[src/rtl/spi_flash_read_arbiter.sv]
// Two-requester round-robin front end for the quad-SPI flash read engine.
// Keeps one read outstanding at a time. Addresses outside the flash window are
// answered locally with DECERR. A wait for read data that runs too long is
// answered with SLVERR, and the engine's late beat is discarded afterwards.
// Every output is driven directly from a register.
module spi_flash_read_arbiter #(
  parameter int                    ADDR_WIDTH     = 32,
  parameter int                    DATA_WIDTH     = 32,
  parameter logic [ADDR_WIDTH-1:0] FLASH_BYTES    = 'h400000,
  parameter int                    TIMEOUT_CYCLES = 1024
) (
  input  logic                    ACLK,
  input  logic                    ARESETn,
  input  logic [1:0]              s_arvalid,
  input  logic [2*ADDR_WIDTH-1:0] s_araddr,
  output logic [1:0]              s_arready,
  output logic [1:0]              s_rvalid,
  output logic [DATA_WIDTH-1:0]   s_rdata,
  output logic [1:0]              s_rresp,
  input  logic [1:0]              s_rready,
  output logic                    m_arvalid,
  output logic [ADDR_WIDTH-1:0]   m_araddr,
  input  logic                    m_arready,
  input  logic                    m_rvalid,
  input  logic [DATA_WIDTH-1:0]   m_rdata,
  input  logic [1:0]              m_rresp,
  output logic                    m_rready,
  output logic                    timeout,
  output logic                    busy
);

  localparam int CNT_W = $clog2(TIMEOUT_CYCLES);
  localparam logic [CNT_W-1:0] CNT_LAST = CNT_W'(TIMEOUT_CYCLES - 1);

  localparam logic [1:0] RESP_OKAY   = 2'b00;
  localparam logic [1:0] RESP_SLVERR = 2'b10;
  localparam logic [1:0] RESP_DECERR = 2'b11;

  typedef enum logic [2:0] {
    ST_IDLE,
    ST_ACCEPT,
    ST_ISSUE,
    ST_WAIT_R,
    ST_RESP,
    ST_DRAIN
  } state_t;

  state_t                r_state,      w_state_next;
  logic                  r_grant,      w_grant_next;
  logic                  r_last_grant, w_last_grant_next;
  logic                  r_late,       w_late_next;
  logic [CNT_W-1:0]      r_cnt,        w_cnt_next;

  logic [1:0]            r_s_arready,  w_s_arready_next;
  logic [1:0]            r_s_rvalid,   w_s_rvalid_next;
  logic [DATA_WIDTH-1:0] r_s_rdata,    w_s_rdata_next;
  logic [1:0]            r_s_rresp,    w_s_rresp_next;
  logic                  r_m_arvalid,  w_m_arvalid_next;
  logic [ADDR_WIDTH-1:0] r_m_araddr,   w_m_araddr_next;
  logic                  r_m_rready,   w_m_rready_next;
  logic                  r_timeout,    w_timeout_next;
  logic                  r_busy,       w_busy_next;

  logic [ADDR_WIDTH-1:0] w_sel_addr;

  // Address of the granted requester; it is held stable while ACCEPT runs.
  assign w_sel_addr = r_grant ? s_araddr[2*ADDR_WIDTH-1 -: ADDR_WIDTH]
                              : s_araddr[ADDR_WIDTH-1:0];

  // Next-state logic. Output registers are loaded from the state being entered,
  // so each output is valid in the first cycle of its state.
  always_comb begin
    w_state_next      = r_state;
    w_grant_next      = r_grant;
    w_last_grant_next = r_last_grant;
    w_late_next       = r_late;
    w_cnt_next        = r_cnt;
    w_s_rdata_next    = r_s_rdata;
    w_s_rresp_next    = r_s_rresp;
    w_m_araddr_next   = r_m_araddr;
    w_timeout_next    = 1'b0;

    case (r_state)
      ST_IDLE: begin
        if (|s_arvalid) begin
          // A tie goes to whoever was not served last.
          w_grant_next = (s_arvalid == 2'b11) ? ~r_last_grant : s_arvalid[1];
          w_state_next = ST_ACCEPT;
        end
      end
      ST_ACCEPT: begin
        w_last_grant_next = r_grant;
        if (w_sel_addr >= FLASH_BYTES) begin
          w_s_rresp_next = RESP_DECERR;
          w_s_rdata_next = '0;
          w_state_next   = ST_RESP;
        end else begin
          w_m_araddr_next = w_sel_addr;
          w_state_next    = ST_ISSUE;
        end
      end
      ST_ISSUE: begin
        // No timeout here: once presented, an AR is never withdrawn.
        if (m_arready) begin
          w_cnt_next   = '0;
          w_state_next = ST_WAIT_R;
        end
      end
      ST_WAIT_R: begin
        if (m_rvalid) begin
          w_s_rdata_next = m_rdata;
          w_s_rresp_next = m_rresp;
          w_state_next   = ST_RESP;
        end else if (r_cnt == CNT_LAST) begin
          // The engine still owes a beat; it is discarded in DRAIN.
          w_s_rdata_next = '0;
          w_s_rresp_next = RESP_SLVERR;
          w_timeout_next = 1'b1;
          w_late_next    = 1'b1;
          w_state_next   = ST_RESP;
        end else begin
          w_cnt_next = r_cnt + CNT_W'(1);
        end
      end
      ST_RESP: begin
        if (s_rready[r_grant]) begin
          w_state_next = r_late ? ST_DRAIN : ST_IDLE;
        end
      end
      ST_DRAIN: begin
        if (m_rvalid) begin
          w_late_next  = 1'b0;
          w_state_next = ST_IDLE;
        end
      end
      default: begin
        w_state_next = ST_IDLE;
      end
    endcase

    w_s_arready_next = (w_state_next == ST_ACCEPT) ? {w_grant_next, ~w_grant_next} : 2'b00;
    w_s_rvalid_next  = (w_state_next == ST_RESP)   ? {w_grant_next, ~w_grant_next} : 2'b00;
    w_m_arvalid_next = (w_state_next == ST_ISSUE);
    w_m_rready_next  = (w_state_next == ST_WAIT_R) || (w_state_next == ST_DRAIN);
    w_busy_next      = (w_state_next != ST_IDLE);
  end

  // State and output registers; reset aborts any transaction in flight.
  always_ff @(posedge ACLK or negedge ARESETn) begin
    if (!ARESETn) begin
      r_state      <= ST_IDLE;
      r_grant      <= 1'b0;
      r_last_grant <= 1'b1;
      r_late       <= 1'b0;
      r_cnt        <= '0;
      r_s_arready  <= 2'b00;
      r_s_rvalid   <= 2'b00;
      r_s_rdata    <= '0;
      r_s_rresp    <= RESP_OKAY;
      r_m_arvalid  <= 1'b0;
      r_m_araddr   <= '0;
      r_m_rready   <= 1'b0;
      r_timeout    <= 1'b0;
      r_busy       <= 1'b0;
    end else begin
      r_state      <= w_state_next;
      r_grant      <= w_grant_next;
      r_last_grant <= w_last_grant_next;
      r_late       <= w_late_next;
      r_cnt        <= w_cnt_next;
      r_s_arready  <= w_s_arready_next;
      r_s_rvalid   <= w_s_rvalid_next;
      r_s_rdata    <= w_s_rdata_next;
      r_s_rresp    <= w_s_rresp_next;
      r_m_arvalid  <= w_m_arvalid_next;
      r_m_araddr   <= w_m_araddr_next;
      r_m_rready   <= w_m_rready_next;
      r_timeout    <= w_timeout_next;
      r_busy       <= w_busy_next;
    end
  end

  assign s_arready = r_s_arready;
  assign s_rvalid  = r_s_rvalid;
  assign s_rdata   = r_s_rdata;
  assign s_rresp   = r_s_rresp;
  assign m_arvalid = r_m_arvalid;
  assign m_araddr  = r_m_araddr;
  assign m_rready  = r_m_rready;
  assign timeout   = r_timeout;
  assign busy      = r_busy;

endmodule

[config.mk]
export PLATFORM = sky130hd
export DESIGN_NAME = spi_flash_read_arbiter
export DESIGN_NICKNAME = d
export VERILOG_FILES = /design/src/rtl/spi_flash_read_arbiter.sv
export SDC_FILE = /design/constraint.sdc
export NUM_CORES = 1
export LEC_CHECK = 0
export CORE_UTILIZATION = 45
export CTS_BUF_LIST = sky130_fd_sc_hd__clkbuf_8
export CTS_CLUSTER_DIAMETER = 60
export DETAILED_ROUTE_END_ITERATION = 12
export PLACE_DENSITY = 0.91
export REMOVE_ABC_BUFFERS = 1
export SETUP_SLACK_MARGIN = 0.05
export SLEW_MARGIN = 10
export SYNTH_ARGS = -nofsm -noshare
export SYNTH_HDL_FRONTEND = slang
export SYNTH_SLANG_ARGS = --single-unit
[constraint.sdc]
create_clock -name ACLK -period 6.3 [get_ports ACLK]
set_input_delay 0.63 -clock ACLK [delete_from_list [all_inputs] [get_ports ACLK]]
set_output_delay 0.63 -clock ACLK [all_outputs]
set_load 0.02 [all_outputs]
**Word level (Yosys, flattened, before mapping)**

Index checks and enable logic that the tools add are counted.

- Flip-flop bits (word level): 90
- Word-level logic and storage cells: 86
- Output and inout bits: 74

- Reduce and logical (&&, ||, !) cells: 11
- Bitwise logic cells: 3
- Add/sub/neg operators: 1
- $lt $le $gt $ge: 2
- Muxes and demuxes: 36
- Equal/unequal tests: 19

Operators by type and width:

| operator | number |
|---|---|
| $mux 32 | 4 |
| $pmux 32 s2 | 1 |
| $ge 32x23->1 const B | 1 |
| $mux 10 | 3 |
| $mux 3 | 8 |
| $pmux 10 s2 | 1 |
| $pmux 3 s6 | 1 |
| $eq 3x2->1 const B | 4 |
| $eq 3x3->1 const B | 4 |
| $ne 2x2->1 const B | 6 |
| $mux 1 | 11 |
| $add 10x1->10 const B | 1 |
| $eq 10x10->1 const B | 1 |
| $mux 2 | 5 |
| $reduce_and 4->1 | 2 |
| $eq 3x1->1 const B | 2 |
| $reduce_bool 2->1 | 3 |
| $pmux 2 s2 | 1 |
| $logic_not 3->1 | 1 |
| $ne 3x3->1 const B | 1 |
| $not 1->1 | 3 |
| $reduce_and 3->1 | 1 |
| $reduce_bool 3->1 | 1 |
| $eq 2x2->1 const B | 1 |
| other kinds (5) | 5 |

**Logic depth before layout (Yosys ltp)**

Gate-level depths: netlist of run 1.

- Depth after elaboration: 6
- Gate-level depth with buffers: 8
- Depth with buffers taken out: 6

**Least setup slack after synthesis of run 1**

No wires, ideal clock.

- Kind: input port to flip-flop
- Start point: in s_araddr[28]
- End point: reg r_s_rresp[0], in the netlist s_rresp[0]
- Cell stages on the path: 7
- Arrival: 2.072 ns
- Path buffers: 2
- Slack: 4.085 ns
- Cell sequence: or4_1 -> nor4_1 -> o21ai_1 -> a211oi_2 -> buf_4 -> buf_6 -> a22oi_1

- Word-level cells in the longest chain between the ends: 4

Ends and longest elaborated chain:

| element | RTL line | RTL |
|---|---|---|
| start: declaration | 15 | `input logic [2*ADDR_WIDTH-1:0] s_araddr,` |
| $mux 32 | 67 | `assign w_sel_addr = r_grant ? s_araddr[2*ADDR_WIDTH-1 -: ADDR_WIDTH]` |
| $ge 32x23->1 | 93 | `if (w_sel_addr >= FLASH_BYTES) begin` |
| $ne 2x2->1 (no source line) | n/a |  |
| $reduce_and 3->1 (no source line) | n/a |  |
| end signal: assignment | 174 | `r_s_rresp <= w_s_rresp_next;` |
| end: declaration | 57 | `logic [1:0] r_s_rresp, w_s_rresp_next;` |

No other way between the ends.
A chain may end at the register's enable or synchronous reset.

**Worst setup path after layout of run 1**

- Start point: reg r_grant
- End point: reg r_busy, in the netlist busy

- Word-level cells in the longest chain between the ends: 5
- Elaborated cells on any way between the ends: 8
- Classes of those cells: order compare: 1; mux: 6; reduce/logical: 1

Ends and longest elaborated chain:

| element | RTL line | RTL |
|---|---|---|
| start: declaration | 49 | `logic r_grant, w_grant_next;` |
| start signal: assignment | 167 | `r_grant <= w_grant_next;` |
| $mux 32 or $mux 1 (tied branches) | 67, 126 |  |
| $ge 32x23->1 or $mux 1 (tied branches) | 93, 126 |  |
| $mux 3, on equally long branches | 93, 126 |  |
| $pmux 3 s6 (*) | 83 | `case (r_state)` |
| $reduce_bool 3->1 (*) | 145 | `w_busy_next = (w_state_next != ST_IDLE);` |
| named net w_busy_next | 62 | `logic r_busy, w_busy_next;` |
| end signal: assignment | 179 | `r_busy <= w_busy_next;` |
| end: declaration | 62 |  |

Mark *: on every way through the listed nets, which the timed path passes. The rest lies on a longest branch. The select of a mux whose other input is x is not followed.

==> impl_metrics.yaml, run 1 <==
sta:
  hold_violations: 0
  fin_skew_ps: 10.65
  hold_slack_ps: 472.7
  maxSlewViolCount: 0
  rsz0062_at_grt: "no"
  fin_crit_ps: 2902
  post-route-period-util: 0.4606
  fmax_mhz: 344.6
  setup_violations: 0
  tightest_slew_ps: 1081
  tns_ps: 0
  relSlewSlack: 0.2794
worst_setup_path:
  timing.rr.start: "r_grant$_DFF_PN0_"
  critPathArrivalTime_ps: 3110
  cp-startpoint: "r_grant$_DFF_PN0_"
  crit_path_max_fanout: 39
  path_common_cell: "buf_4"
  criticalPathCategory: "register to register"
  r2r_cells: 6
  path_cells: "buf_4, nor4_1, o211ai_1, buf_4, and3_1, nand4b_1"
  path_delay_family: "buffers and inverters"
  startpoint_type: "register"
  critPathRequiredTime_ps: 6510
  cpMaxStageDelayCell: "o211ai_1"
  r2r_setup_slack_ps: 3400
  r2r_end: "busy$_DFF_PN0_"
  critical_path.max_stage_delay_ps: 820
  crit_buf_inv: 2
  crit_path_end_kind: "register"
power_and_ir_drop:
  p_per_area_nw_per_um2: 241.4
  irDropWorstVdd_uv: 139.2
  leakagePower_nw: 2.569
  power_mw: 1.394
logic_synthesis:
  synth_area_um2: 3696
  synth_area_leaders: "dfrtp_1, a22o_1, mux2i_1"
  synth_warnings: 0
  synth-seq-cells: 90
  yosysTopAreaCell: "dfrtp_1"
  syn_avg_cell_area_um2: 11.70
  synthDistinctLibCells: 44
  synthCells: 316
  seq_area_frac_synth: 0.6097
  synth_top_area_frac: 0.6026
cts:
  cts_setup_buffers: 0
  cts_tree: "built"
  cts_resized: 0
  cts.sink_count: 90
  htreeDepth: 3
  numCtsBuffers: 9
  insertion_delay_ps: 350
  cts_root_buf: "clkbuf_8"
  cts_buffer_depth: 2
  cts_hold_buf: 0
  path_clk_slew_ps: 90
layout:
  final_common_cell: "clkdlybuf4s50_1"
  area_growth_pct: 56.26
  final_nets: 601
  num_antenna_cells: 0
  stdcell_count: 601
  layout-drive-gt1-share: 0.05611
  final_cell_mix: "clkdlybuf4s50_1, dfrtp_1, nand2_1, a22o_1, o21ai_0"
global_routing:
  grt_pass1_vias: 3316
  grt_remaining_overflow: 0
  grt_max_degree: 91
  grt_use_total: 0.2399
  grt_antenna_before_repair: 0
  grt_pass1_wl_mm: 15.99
job:
  maxCapViolations: 0
floorplanning:
  die_w_um: 92.63
  die_area_um2: 8579
  die_y_um: 92.63
  rows: 32
  initial_core_util: 0.4710
  pin_count: 180
  core_area_um2: 7848
place:
  dp_hpwl_mm: 7.258
  dp.cells: 585
  gp_congestion: 0.8395
  port_buffers: 179
drt:
  final_antenna_net_count: 0
  drt_wl_total_mm: 9.824
  drtIter0Drc: 125
  drcViolationCount: 0
  dr.pass1.iters: 4
  wl_per_cell_um: 16.35
  vias: 3100
  post_drt_via_cell_ratio: 5.158
hold_path:
  hold_class: "input pin to async pin"
status:
  run_status: "finished, final reports clean"
[worst reg2reg max path, cell delays in order (launching register included)]
cell and delay [ps]:
dfrtp_1 590, buf_4 410, nor4_1 140, o211ai_1 820
buf_4 450, and3_1 250, nand4b_1 110
[power by group]
group	switching [mW]	internal (mW)
combinational	0.173	0.178
clock	0.202	0.194
sequential	0.0360	0.611
[registers in the layout (all words and copies together) (netlist names)]
signal	count
s_rvalid	2
m_rready	1
r_late	1
s_arready	2
r_cnt	10
m_araddr	32
r_last_grant	1
timeout	1
busy	1
r_grant	1
r_state	3
s_rresp	2
m_arvalid	1
s_rdata	32
[per-layer routing]
metal  share of wire  global-route usage
met2            0.52              0.4142
met1            0.41              0.2960
met3           0.041             0.04516
met5               0                   0
met4           0.026             0.09872
[final cells by class]
class | count | area, um2
Sequential cell | 90 | 2253
Fill cell | 531 | 2072
Timing Repair Buffer | 185 | 1834
Multi-Input combinational cell | 198 | 1319
Clock buffer | 10 | 137.6
Tap cell | 102 | 127.6
Clock inverter | 6 | 66.31
Inverter | 10 | 37.54
[stage by stage]
step,setup WS (ps),utilization,instance area [um2]
6_report,3398,0.7360,5776
4_1_cts,3388,0.7360,5776
3_5_place_dp,3187,0.7100,5572
5_1_grt,3142,0.7360,5776
3_3_place_gp,3262,0.7100,5572
2_1_floorplan,2759,-,3600
[cells by family after synthesis]
| logic type | share of synthesized area |
|---|---|
| xor gates and xnor gates | 0.01659 |
| and+or+nand+nor | 0.1263 |
| DFF | 0.6097 |
| adders and majority gates | 0.003385 |
| muxes | 0.06533 |
| buffers and inverters | 0.03622 |
| AOI/OAI and AO/OA | 0.1425 |
[Yosys cell counts (all sizes together)]
cell and instances:
a211oi 3, a21boi 1, a21oi 4, a22o 32, a22oi 1, and2 13, and3 2, and3b 1
buf 6, clkbuf 12, dfrtp 89, dfstp 1, ha 1, inv 10, mux2 1, mux2i 23
nand2 32, nand2b 2, nand3 7, nand3b 1, nand4 1, nand4b 1, nor2 14, nor2b 1
nor3 4, nor3b 1, nor4 6, nor4bb 1, o211ai 1, o21a 1, o21ai 27, o22ai 1
o2bb2ai 1, o311a 1, o311ai 1, or3 1, or3b 1, or4 2, or4b 1, xnor2 7
[how the worst max path moves through the flow]
| stage | slack (ps) | to | depth (start not counted) |
|---|---|---|---|
| floorplan | 2760 | busy$_DFF_PN0_ | 4 |
| global placement | 3260 | busy$_DFF_PN0_ | 7 |
| detailed placement | 3190 | busy$_DFF_PN0_ | 7 |
| CTS | 3390 | busy$_DFF_PN0_ | 6 |
| global route | 3140 | busy$_DFF_PN0_ | 6 |
| finish | 3400 | busy$_DFF_PN0_ | 6 |
Power figures use the tool's default switching activity.
==> run 2: changes to the inputs <==
- CORE_UTILIZATION: 45 -> 42
- PLACE_DENSITY: 0.91 -> 0.86
- clock period: 6.3 -> 3 ns (I/O delays scaled with it)
==> impl_metrics.yaml, run 2 (synthesis gave the netlist of run 1 again) <==
status:
  run_status: "finished, final reports clean"
sta:
  post-route-period-util: 0.8704
  fmax_mhz: 383.0
  hold_violations: 0
  fin_crit_ps: 2611
  maxSlewViolCount: 0
  tightest_slew_ps: 889.1
  setup_violations: 0
  fin_skew_ps: 12.34
  rsz0062_at_grt: "no"
  tns_ps: 0
  relSlewSlack: 0.3979
cts:
  path_clk_slew_ps: 100
  htreeDepth: 3
  cts_buffer_depth: 2
  cts_root_buf: "clkbuf_8"
  numCtsBuffers: 9
  cts_resized: 0
  cts_hold_buf: 1
  cts_setup_buffers: 0
  insertion_delay_ps: 340
  cts.sink_count: 90
  cts_tree: "built"
worst_setup_path:
  startpoint_type: "register"
  crit_path_end_kind: "register"
  crit_buf_inv: 1
  crit_path_max_fanout: 9
  path_delay_family: "compound AO/OA/AOI/OAI gates"
  critPathRequiredTime_ps: 3240
  cpMaxStageDelayCell: "o311ai_1"
  path_common_cell: "nand3_1"
  critical_path.max_stage_delay_ps: 820
  path_cells: "ha_1, nand3_1, o311ai_1, buf_4, and2_1, nand3_1, a211oi_1"
  criticalPathCategory: "register to register"
  critPathArrivalTime_ps: 2850
global_routing:
  grt_max_degree: 49
  grt_pass1_vias: 3323
  grt_antenna_before_repair: 0
  grt_remaining_overflow: 0
  grt_pass1_wl_mm: 15.79
  grt_use_total: 0.2254
drt:
  vias: 3154
  drtIter0Drc: 79
  drt_wl_total_mm: 9.958
  dr.pass1.iters: 4
  wl_per_cell_um: 16.32
  post_drt_via_cell_ratio: 5.170
  drcViolationCount: 0
  final_antenna_net_count: 0
power_and_ir_drop:
  p_per_area_nw_per_um2: 492.9
  irDropWorstVdd_uv: 275.8
  leakagePower_nw: 2.589
  power_mw: 2.861
layout:
  layout-drive-gt1-share: 0.06337
  multi_input_area_um2: 1319
  final_nets: 607
  stdcell_count: 610
  nFillCells: 629
  final_common_cell: "clkdlybuf4s50_1"
  regArea_um2: 2253
  area_growth_pct: 57.04
  num_antenna_cells: 0
  final_cell_mix: "clkdlybuf4s50_1, dfrtp_1, nand2_1, a22o_1, o21ai_0"
  design_area_um2: 5804
floorplanning:
  rows: 33
  core_area_um2: 8382
  die_y_um: 95.81
  initial_core_util: 0.4410
  pin_count: 180
  die_w_um: 95.81
  die_area_um2: 9180
job:
  maxCapViolations: 0
place:
  dp.cells: 593
  dp_hpwl_mm: 7.532
  placed_area_um2: 5613
  port_buffers: 179
  gp_congestion: 0.8544
hold_path:
  hold_class: "input pin to async pin"
==> run 2: per-layer routing <==
metal | vias up | routed length, um | share of wire | global-route usage
met4 | 0 | 224 | 0.022 | 0.09080
met3 | 24 | 489 | 0.049 | 0.04660
met1 | 1550 | 4025 | 0.40 | 0.2625
met2 | 101 | 5219 | 0.52 | 0.4042
met5 | - | 0 | 0 | 0
li1 | 1479 | - | - | -
==> run 2: per-stage QoR <==
step | utilization | setup slack [ps] | hold WS, ps
finish | 0.6925 | 388.8 | 485.7
global route | 0.6925 | 221.9 | 513.3
CTS | 0.6925 | 404.4 | 493.4
detailed placement | 0.6697 | 323.0 | 345.4
global placement | 0.6697 | 384.7 | 329.8
floorplan | - | -540.7 | 4.409
==> run 2: area by class of cell <==
cell class,instances,area share
Clock buffer,10,0.02371
Clock inverter,6,0.007545
Inverter,10,0.006467
Multi-Input combinational cell,198,0.2272
Sequential cell,90,0.3882
Tap cell,105,0.02263
Timing Repair Buffer,191,0.3242
==> run 2: final timing paths <==
check                      slack (ps)                        to               startpoint  cells past startpoint
setup / recovery                  390     s_rvalid[1]$_DFF_PN0_     r_cnt[0]$_DFFE_PN0P_                      7
hold / removal                    490  m_araddr[11]$_DFFE_PN0P_                  ARESETn                      2
setup reg to reg                  390     s_rvalid[1]$_DFF_PN0_     r_cnt[0]$_DFFE_PN0P_                      7
hold reg to reg                   490   m_araddr[9]$_DFFE_PN0P_  m_araddr[9]$_DFFE_PN0P_                      2
max in group asynchronous        1740   s_rdata[17]$_DFFE_PN0P_                  ARESETn                      3
min in group ACLK                 490   m_araddr[9]$_DFFE_PN0P_  m_araddr[9]$_DFFE_PN0P_                      2
==> run 2: power breakdown <==
part	internal [mW]	switching (mW)	leakage, nW
clock	0.324	0.430	0.0859
sequential	1.28	0.0662	1.23
combinational	0.385	0.371	1.27
==> run 2: worst register-to-register path, stage by stage (launching register included) <==
cell and delay, ps:
dfrtp_1 420, ha_1 210, nand3_1 160, o311ai_1 820, buf_4 280, and2_1 190
nand3_1 170, a211oi_1 260
==> run 3: changes to the inputs <==
- SLEW_MARGIN: 10 -> default
==> results of run 3 <==
The final DEF is identical to that of run 2; final timing and power are the same.
